<file path="src/rtl/serial_demux_deserializer_pkg.sv">
// Shared width helper for the two-channel serial deserializer.
package serial_demux_deserializer_pkg;

  // Counter width for a WIDTH-bit word. It is never narrower than 1 bit, so WIDTH=2 still gets a usable counter.
  function automatic int cnt_w(input int width);
    return (width <= 2) ? 1 : $clog2(width);
  endfunction

endpackage

</file>
<file path="src/rtl/demux_1x1.sv">
// 1-to-2 bit demultiplexer: key=0 steers data to out1, key=1 to out2, gated by enable.
module demux_1x1 (
  input  logic data,
  input  logic key,
  input  logic enable,
  output logic out1,
  output logic out2
);

  assign out1 = enable & ~key & data;
  assign out2 = enable &  key & data;

endmodule

</file>
<file path="src/rtl/serial_demux_deserializer_channel.sv">
// One deserializer lane: LSB-first shift register, bit counter, and registered word/valid.
module serial_demux_deserializer_channel
  import serial_demux_deserializer_pkg::*;
#(
  parameter int WIDTH = 8,
  parameter int CW    = cnt_w(WIDTH)
) (
  input  logic             clock,
  input  logic             reset_n,
  input  logic             i_strobe,
  input  logic             i_bit,
  input  logic             i_flush,
  output logic [WIDTH-1:0] o_word,
  output logic             o_valid,
  output logic [CW-1:0]    o_count
);

  localparam logic [CW-1:0] LAST = CW'(WIDTH - 1);

  logic [WIDTH-1:0] r_shreg;
  logic [WIDTH-1:0] r_word;
  logic [CW-1:0]    r_cnt;
  logic             r_valid;

  always_ff @(posedge clock or negedge reset_n) begin
    if (!reset_n) begin
      r_shreg <= '0;
      r_word  <= '0;
      r_cnt   <= '0;
      r_valid <= 1'b0;
    end else begin
      r_valid <= 1'b0;
      // Flush wins over a coincident strobe; the completed word is left alone.
      if (i_flush) begin
        r_shreg <= '0;
        r_cnt   <= '0;
      end else if (i_strobe) begin
        if (r_cnt == LAST) begin
          r_word  <= {i_bit, r_shreg[WIDTH-1:1]};
          r_valid <= 1'b1;
          r_shreg <= '0;
          r_cnt   <= '0;
        end else begin
          r_shreg <= {i_bit, r_shreg[WIDTH-1:1]};
          r_cnt   <= r_cnt + CW'(1);
        end
      end
    end
  end

  assign o_word  = r_word;
  assign o_valid = r_valid;
  assign o_count = r_cnt;

endmodule

</file>
<file path="src/rtl/serial_demux_deserializer.sv">
// Two-channel serial-to-parallel receiver. A demux_1x1 turns enable/key into per-channel strobes.
module serial_demux_deserializer
  import serial_demux_deserializer_pkg::*;
#(
  parameter int WIDTH = 8,
  parameter int CW    = cnt_w(WIDTH)
) (
  input  logic             clock,
  input  logic             reset_n,
  input  logic             data,
  input  logic             key,
  input  logic             enable,
  input  logic             flush,
  output logic [WIDTH-1:0] word1,
  output logic [WIDTH-1:0] word2,
  output logic             valid1,
  output logic             valid2,
  output logic [CW-1:0]    count1,
  output logic [CW-1:0]    count2
);

  logic w_strobe1;
  logic w_strobe2;

  // The demux data input is tied high, so its outputs act as pure strobes.
  // The bit value itself comes straight from the data input.
  demux_1x1 u_demux (
    .data   (1'b1),
    .key    (key),
    .enable (enable),
    .out1   (w_strobe1),
    .out2   (w_strobe2)
  );

  serial_demux_deserializer_channel #(.WIDTH(WIDTH), .CW(CW)) u_ch1 (
    .clock    (clock),
    .reset_n  (reset_n),
    .i_strobe (w_strobe1),
    .i_bit    (data),
    .i_flush  (flush),
    .o_word   (word1),
    .o_valid  (valid1),
    .o_count  (count1)
  );

  serial_demux_deserializer_channel #(.WIDTH(WIDTH), .CW(CW)) u_ch2 (
    .clock    (clock),
    .reset_n  (reset_n),
    .i_strobe (w_strobe2),
    .i_bit    (data),
    .i_flush  (flush),
    .o_word   (word2),
    .o_valid  (valid2),
    .o_count  (count2)
  );

endmodule

</file>
<file path="config.mk">
export PLATFORM = sky130hd
export DESIGN_NAME = serial_demux_deserializer
export DESIGN_NICKNAME = d
export VERILOG_FILES = /design/src/rtl/serial_demux_deserializer_pkg.sv /design/src/rtl/demux_1x1.sv /design/src/rtl/serial_demux_deserializer_channel.sv /design/src/rtl/serial_demux_deserializer.sv
export SDC_FILE = /design/constraint.sdc
export NUM_CORES = 1
export LEC_CHECK = 0
export CAP_MARGIN = 10
export CELL_PAD_IN_SITES_DETAIL_PLACEMENT = 0
export CELL_PAD_IN_SITES_GLOBAL_PLACEMENT = 1
export CORE_MARGIN = 3
export CORE_UTILIZATION = 41
export CTS_CLUSTER_DIAMETER = 40
export DETAILED_ROUTE_END_ITERATION = 16
export PLACE_DENSITY = 0.78
export SYNTH_ARGS = -nofsm -noshare
export SYNTH_HDL_FRONTEND = slang
export SYNTH_SLANG_ARGS = --single-unit
</file>
<file path="constraint.sdc">
create_clock -name clock -period 2.2 [get_ports clock]
set_clock_uncertainty 0.15 [all_clocks]
set_input_delay 0.33 -clock clock [delete_from_list [all_inputs] [get_ports clock]]
set_output_delay 0.33 -clock clock [all_outputs]
set_load 0.02 [all_outputs]
</file>
==> results of run 1 <==
-- per-layer routing --
layer  part of all wire (%)  vias up
li1                       -      559
met1                     47      563
met2                     46       34
met3                    5.4        7
met4                    1.9        0
met5                      0        -
-- metrics by stage --
step | instance area, µm² | power [mW] | utilization (%)
2_1_floorplan | 1660 | 0.755 | -
3_3_place_gp | 2060 | 0.807 | 54.1
3_5_place_dp | 2060 | 0.809 | 54.1
4_1_cts | 2130 | 1.25 | 56.2
5_1_grt | 2130 | 1.30 | 56.2
6_report | 2130 | 1.23 | 56.2
-- worst max-delay path by stage --
| stage | startpoint | to | slack (ns) |
|---|---|---|---|
| 2_1_floorplan | u_ch1.o_count[0] | u_ch1.o_word[0] | 0.39 |
| 3_5_place_dp | enable | u_ch1.o_word[5] | 0.26 |
| 5_1_grt | u_ch1.o_count[0] | u_ch1.o_word[4] | 0.24 |
| 6_report | u_ch1.o_count[0] | u_ch1.o_word[5] | 0.32 |
| 3_3_place_gp | flush | u_ch1.o_word[3] | 0.31 |
| 4_1_cts | u_ch1.o_count[0] | u_ch1.o_word[4] | 0.31 |
-- cell usage after synthesis (2+ instances only) --
| master | instances |
|---|---|
| clkbuf_1 | 4 |
| ha_1 | 6 |
| buf_2 | 3 |
| nand4b_1 | 8 |
| dfrtp_1 | 38 |
| nand3b_1 | 7 |
| or3_1 | 2 |
| a21oi_1 | 20 |
| nand2_1 | 23 |
| mux2_2 | 8 |
| mux2_4 | 8 |
-- state kept, by name (all words and copies together), names as in the netlist --
signal / flops
u_ch2.o_valid: 1
u_ch1.r_shreg: 7
u_ch2.o_count: 3
u_ch2.r_shreg: 7
u_ch2.o_word: 8
u_ch1.o_count: 3
u_ch1.o_word: 8
u_ch1.o_valid: 1
-- power by group through the flow --
| stage | Combinational [mW] | Clock, mW | Sequential [mW] |
|---|---|---|---|
| after detailed placement | 0.0852 | 0 | 0.723 |
| after floorplan | 0.0287 | 0 | 0.726 |
| after global placement | 0.0839 | 0 | 0.723 |
| after CTS | 0.0856 | 0.456 | 0.710 |
| final | 0.0844 | 0.439 | 0.710 |
| after global routing | 0.0947 | 0.490 | 0.711 |
-- cells by family after synthesis --
kind of cell	synth area share [%]
DFF	57.1
muxes	12.6
buffers and inverters	2.48
and+or+nand+nor	17.2
adders and majority gates	4.51
AOI/OAI and AO/OA	6.02
-- cell type report --
class                      instances  area (µm²)  area share (%)
sequential                        38         951            44.5
multi-input combinational         89         672            31.5
timing repair buffer              40         373            17.5
clock buffer                       5        68.8            3.22
clock inverter                     2        10.0           0.469
tap                               48        60.1            2.81
==> results.cfg, run 1 <==
[clocking]
post_cts_resized = 0
htreeDepth = 2
root_buffer = clkbuf_8
hold_buffers = 0
clk_pin_slew_ns = 0.07
clk_path_buf_depth = 2
post_cts_buffers = 0
cts_sinks = 38
cts_buffers = 5
tritoncts = yes
clk_latency_ns = 0.29

[timing]
layout_setup_ws_ns = 0.322
period_needed_ns = 1.88
clock.fmax_ghz = 0.533
slew_violations = 0
hold_viol = 0
worst_pin_slew_ns = 0.472
maxSlewHeadroom_pct = 68.5
holdWs_ns = 0.322
tns_ns = 0
setup_violations = 0
post-route-period-util_pct = 85.3
rsz0062_at_grt = false

[setup_path]
reg2reg_slack_ns = 0.32
critPathMaxStageDelay_ns = 0.42
cp_data_arrival_time_ns = 1.90
cp_top_family = adder cells
path_cells = ha_1 -> ha_1 -> and4bb_1 -> buf_4 -> mux2_4
rr_endpoint = u_ch1.o_word[5]
critPathRequiredTime_ns = 2.22
end_kind = flip-flop
crit-reg2reg-launch = u_ch1.o_count[0]
path_buf_inv = 1
cp_max_fo = 8
cp_slowest_cell = dfrtp_1
cp-start-kind = flip-flop
critPathKind = flip-flop to flip-flop
cp_num_cells = 5
crit_top_cell = ha_1
r2r_cells = 5

[pwr]
power_switching_uw = 284
peakVddDrop_v = 0.000255
pwr-share-seq_pct = 57.6
p_comb_share_pct = 6.8
power.density_nw_per_um2 = 578
p_leak_nw = 0.973
switching_share_pct = 23.0
clkPwrFrac_pct = 35.6
p_int_uw = 950

[floorplan]
die_height_um = 69.7
coreArea_um2 = 3800
initial_utilization_pct = 43.8
dieWidth_um = 69.7
row_count = 22
die-area_um2 = 4860
ioPinCount = 30

[final_layout]
final_cell_mix = dfrtp_1, clkdlybuf4s50_1, nand2_1
areaGrowthSynthToFinish_pct = 28.3
nFillCells = 330
final_cells = 222
antenna_cells = 0
final_common_cell = dfrtp_1
drive_above_1_share_pct = 20.1
final_nets = 186

[detailed_routing]
drt_iter0_drc = 61
wirelength_um = 3310
drtPass1Iterations = 4
drcViolationCount = 0
via_per_inst = 5.24
wire_per_inst_um = 14.9
postRouteAntennaNets = 0
vias = 1163

[placement]
dp_hpwl_um = 2370
portBuffers = 29
gp_congestion = 0.760
dpl.cell_count = 215
dpl_worst_slack_ns = 0.257

[grt]
met3_usage_pct = 4.06
grt_use_total_pct = 14.8
top_usage_layer = met2
grt_max_degree = 39
grt_pass1_wl_um = 5690
antenna_found_initial = 0
use_met2_pct = 22.5
grt_pass1_vias = 1157
grt-ovfl-total = 0
use_met1_pct = 20.0

[yosys]
synth_seq_cells = 38
ys_seq_area_share_pct = 57.1
yosysTopAreaCellShare_pct = 57.1
synth_ff_type = dfrtp_1
ys_top_cells_by_area = dfrtp_1, mux2_4, a21oi_1
synth.net_count = 147
synthArstFlopShare_pct = 100
synth_edf_count = 0
synth_cell_type_count = 19
ys_warn_count = 0
yosysTopAreaCell = dfrtp_1
syn_area_per_cell_um2 = 12.3
syn_area_um2 = 1660
syn_inst = 135

[min_path]
min_path_type = primary input to async pin

[run]
maxCapViolations = 0

[run_status]
outcome = completed
Note: power is estimated with default switching activity, not from simulation.
==> inputs of run 2 (changes only) <==
Settings changed: CORE_UTILIZATION 41 to 37, PLACE_DENSITY 0.78 to 0.74.
Clock period 2.2 ns to 1.68 ns, I/O delays scaled along.
==> run 2 against run 1 <==
  * Clock-buffer cell count did not move
  * Flip-flop and latch count did not move
  * Critical path depth did not move
  * Global-route usage fell by 0.36 points
  * Sequential power rose by 31%
  * Setup slack got worse by 0.32 ns
  * Cell area rose by 10%
==> results.cfg, run 2 (synthesis results as in run 1) <==
[run_status]
outcome = completed

[detailed_routing]
postRouteAntennaNets = 0
wirelength_um = 3420
wire_per_inst_um = 14.7
drtPass1Iterations = 4
drcViolationCount = 0
drt_iter0_drc = 78
via_per_inst = 5.07
vias = 1181

[clocking]
cts_buffers = 5
clk_latency_ns = 0.28
cts_sinks = 38
tritoncts = yes
root_buffer = clkbuf_8
clk_pin_slew_ns = 0.08
htreeDepth = 2
hold_buffers = 0
clk_path_buf_depth = 2

[final_layout]
final_cell_mix = dfrtp_1, nand2_1, a21oi_1
final_nets = 194
fin_util_pct = 56.3
seq_area_um2 = 955
drive_above_1_share_pct = 29.5
areaGrowthSynthToFinish_pct = 41.1
final_common_cell = dfrtp_1
nFillCells = 335
multi_input_area_um2 = 722
antenna_cells = 0
stdcell_area_um2 = 2350

[min_path]
min_path_type = primary input to async pin

[run]
maxCapViolations = 0

[floorplan]
die-area_um2 = 5340
initial_utilization_pct = 39.9
die_height_um = 73.1
row_count = 23
dieWidth_um = 73.1
coreArea_um2 = 4170
ioPinCount = 30

[timing]
post-route-period-util_pct = 99.9
layout_setup_ws_ns = 0.00168
holdWs_ns = 0.181
hold_viol = 0
maxSlewHeadroom_pct = 82.5
slew_violations = 0
clock.fmax_ghz = 0.596
setup_violations = 0
rsz0062_at_grt = true
period_needed_ns = 1.68
worst_pin_slew_ns = 0.259

[setup_path]
critPathMaxStageDelay_ns = 0.43
cp_max_fo = 8
cp_slowest_cell = dfrtp_2
critPathRequiredTime_ns = 1.70
cp_top_family = flip-flops
path_buf_inv = 1
path_cells = ha_4 -> ha_4 -> and4bb_1 -> buf_12 -> mux2_4
end_kind = flip-flop
critPathKind = flip-flop to flip-flop
cp-start-kind = flip-flop
crit_top_cell = ha_4
cp_data_arrival_time_ns = 1.70

[placement]
place_area_um2 = 2170
dpl_worst_slack_ns = -0.0857
portBuffers = 29
dp_hpwl_um = 2430
gp_congestion = 0.743

[grt]
grt_pass1_wl_um = 5980
grt_use_total_pct = 14.5
grt_max_degree = 39
antenna_found_initial = 0
grt-ovfl-total = 0
grt_pass1_vias = 1230

[pwr]
power.density_nw_per_um2 = 842
finalPower_mw = 1.98
peakVddDrop_v = 0.000477
p_leak_nw = 1.25
## run 2: cell count changes in the layout (fill, tap and decap cells not counted), sizes merged
cell	change
dlymetal6s2s	+9
clkdlybuf4s50	-16
bufinv	+2
dlygate4sd2	+7
clkinv	-1
buf	+8
## run 2: per-layer routing
layer | vias up | routed length (µm) | GRT usage (%)
met1 | 572 | 1630 | 20.9
met4 | 0 | 39 | 4.92
met2 | 28 | 1570 | 21.3
met5 | - | 0 | 0
met3 | 5 | 184 | 3.44
li1 | 576 | - | -
## run 2: cell type report
| class | count | share of cell area (%) |
|---|---|---|
| clock buffers | 5 | 2.93 |
| clock inverters | 3 | 2.93 |
| multi-input cells | 89 | 30.7 |
| flip-flops and latches | 38 | 40.7 |
| well taps | 50 | 2.66 |
| repair buffers | 48 | 20.1 |
## run 2: worst register-to-register path, delay by kind of cell (launching register included)
kind	cells	cell delay, ns
and+or+nand+nor	1	0.22
buffers and inverters	1	0.15
adders and majority gates	2	0.32
muxes	1	0.29
DFF	1	0.43
## run 2: per-stage QoR
stage	setup TNS (ns)	cells
floorplan	-0.112	135
global placement	-1.03	224
detailed placement	-1.33	224
CTS	-0.0297	233
global route	-0.231	233
finish	0	233
## run 2: where the power goes
group / switching (mW) / leakage, nW / total (mW) / internal (mW)
logic: 0.0722 / 0.653 / 0.127 / 0.0546
registers: 0.00687 / 0.524 / 0.929 / 0.922
clock network: 0.327 / 0.0683 / 0.922 / 0.595
## run 2: worst paths after layout
check	start	slack, ns	end	depth (start not counted)
min	reset_n	0.18	u_ch2.o_word[3]	2
max in group asynchronous	reset_n	1.00	u_ch1.o_count[0]	2
min reg2reg	u_ch2.o_word[6]	0.36	u_ch2.o_word[6]	1
min in group clock	u_ch2.o_word[6]	0.36	u_ch2.o_word[6]	1
max reg2reg	u_ch1.o_count[0]	0.002	u_ch1.o_word[2]	5
max	u_ch1.o_count[0]	0.002	u_ch1.o_word[2]	5
## run 2: repair_timing
| action | in CTS | in global routing |
|---|---|---|
| resized for setup | 7 | 14 |
| buffers inserted | 1 | 0 |
| hold endpoints to repair | 0 | 0 |
| gates cloned | 0 | 0 |
| endpoints found under the setup margin | 15 | 27 |
| pin swaps | 0 | 1 |
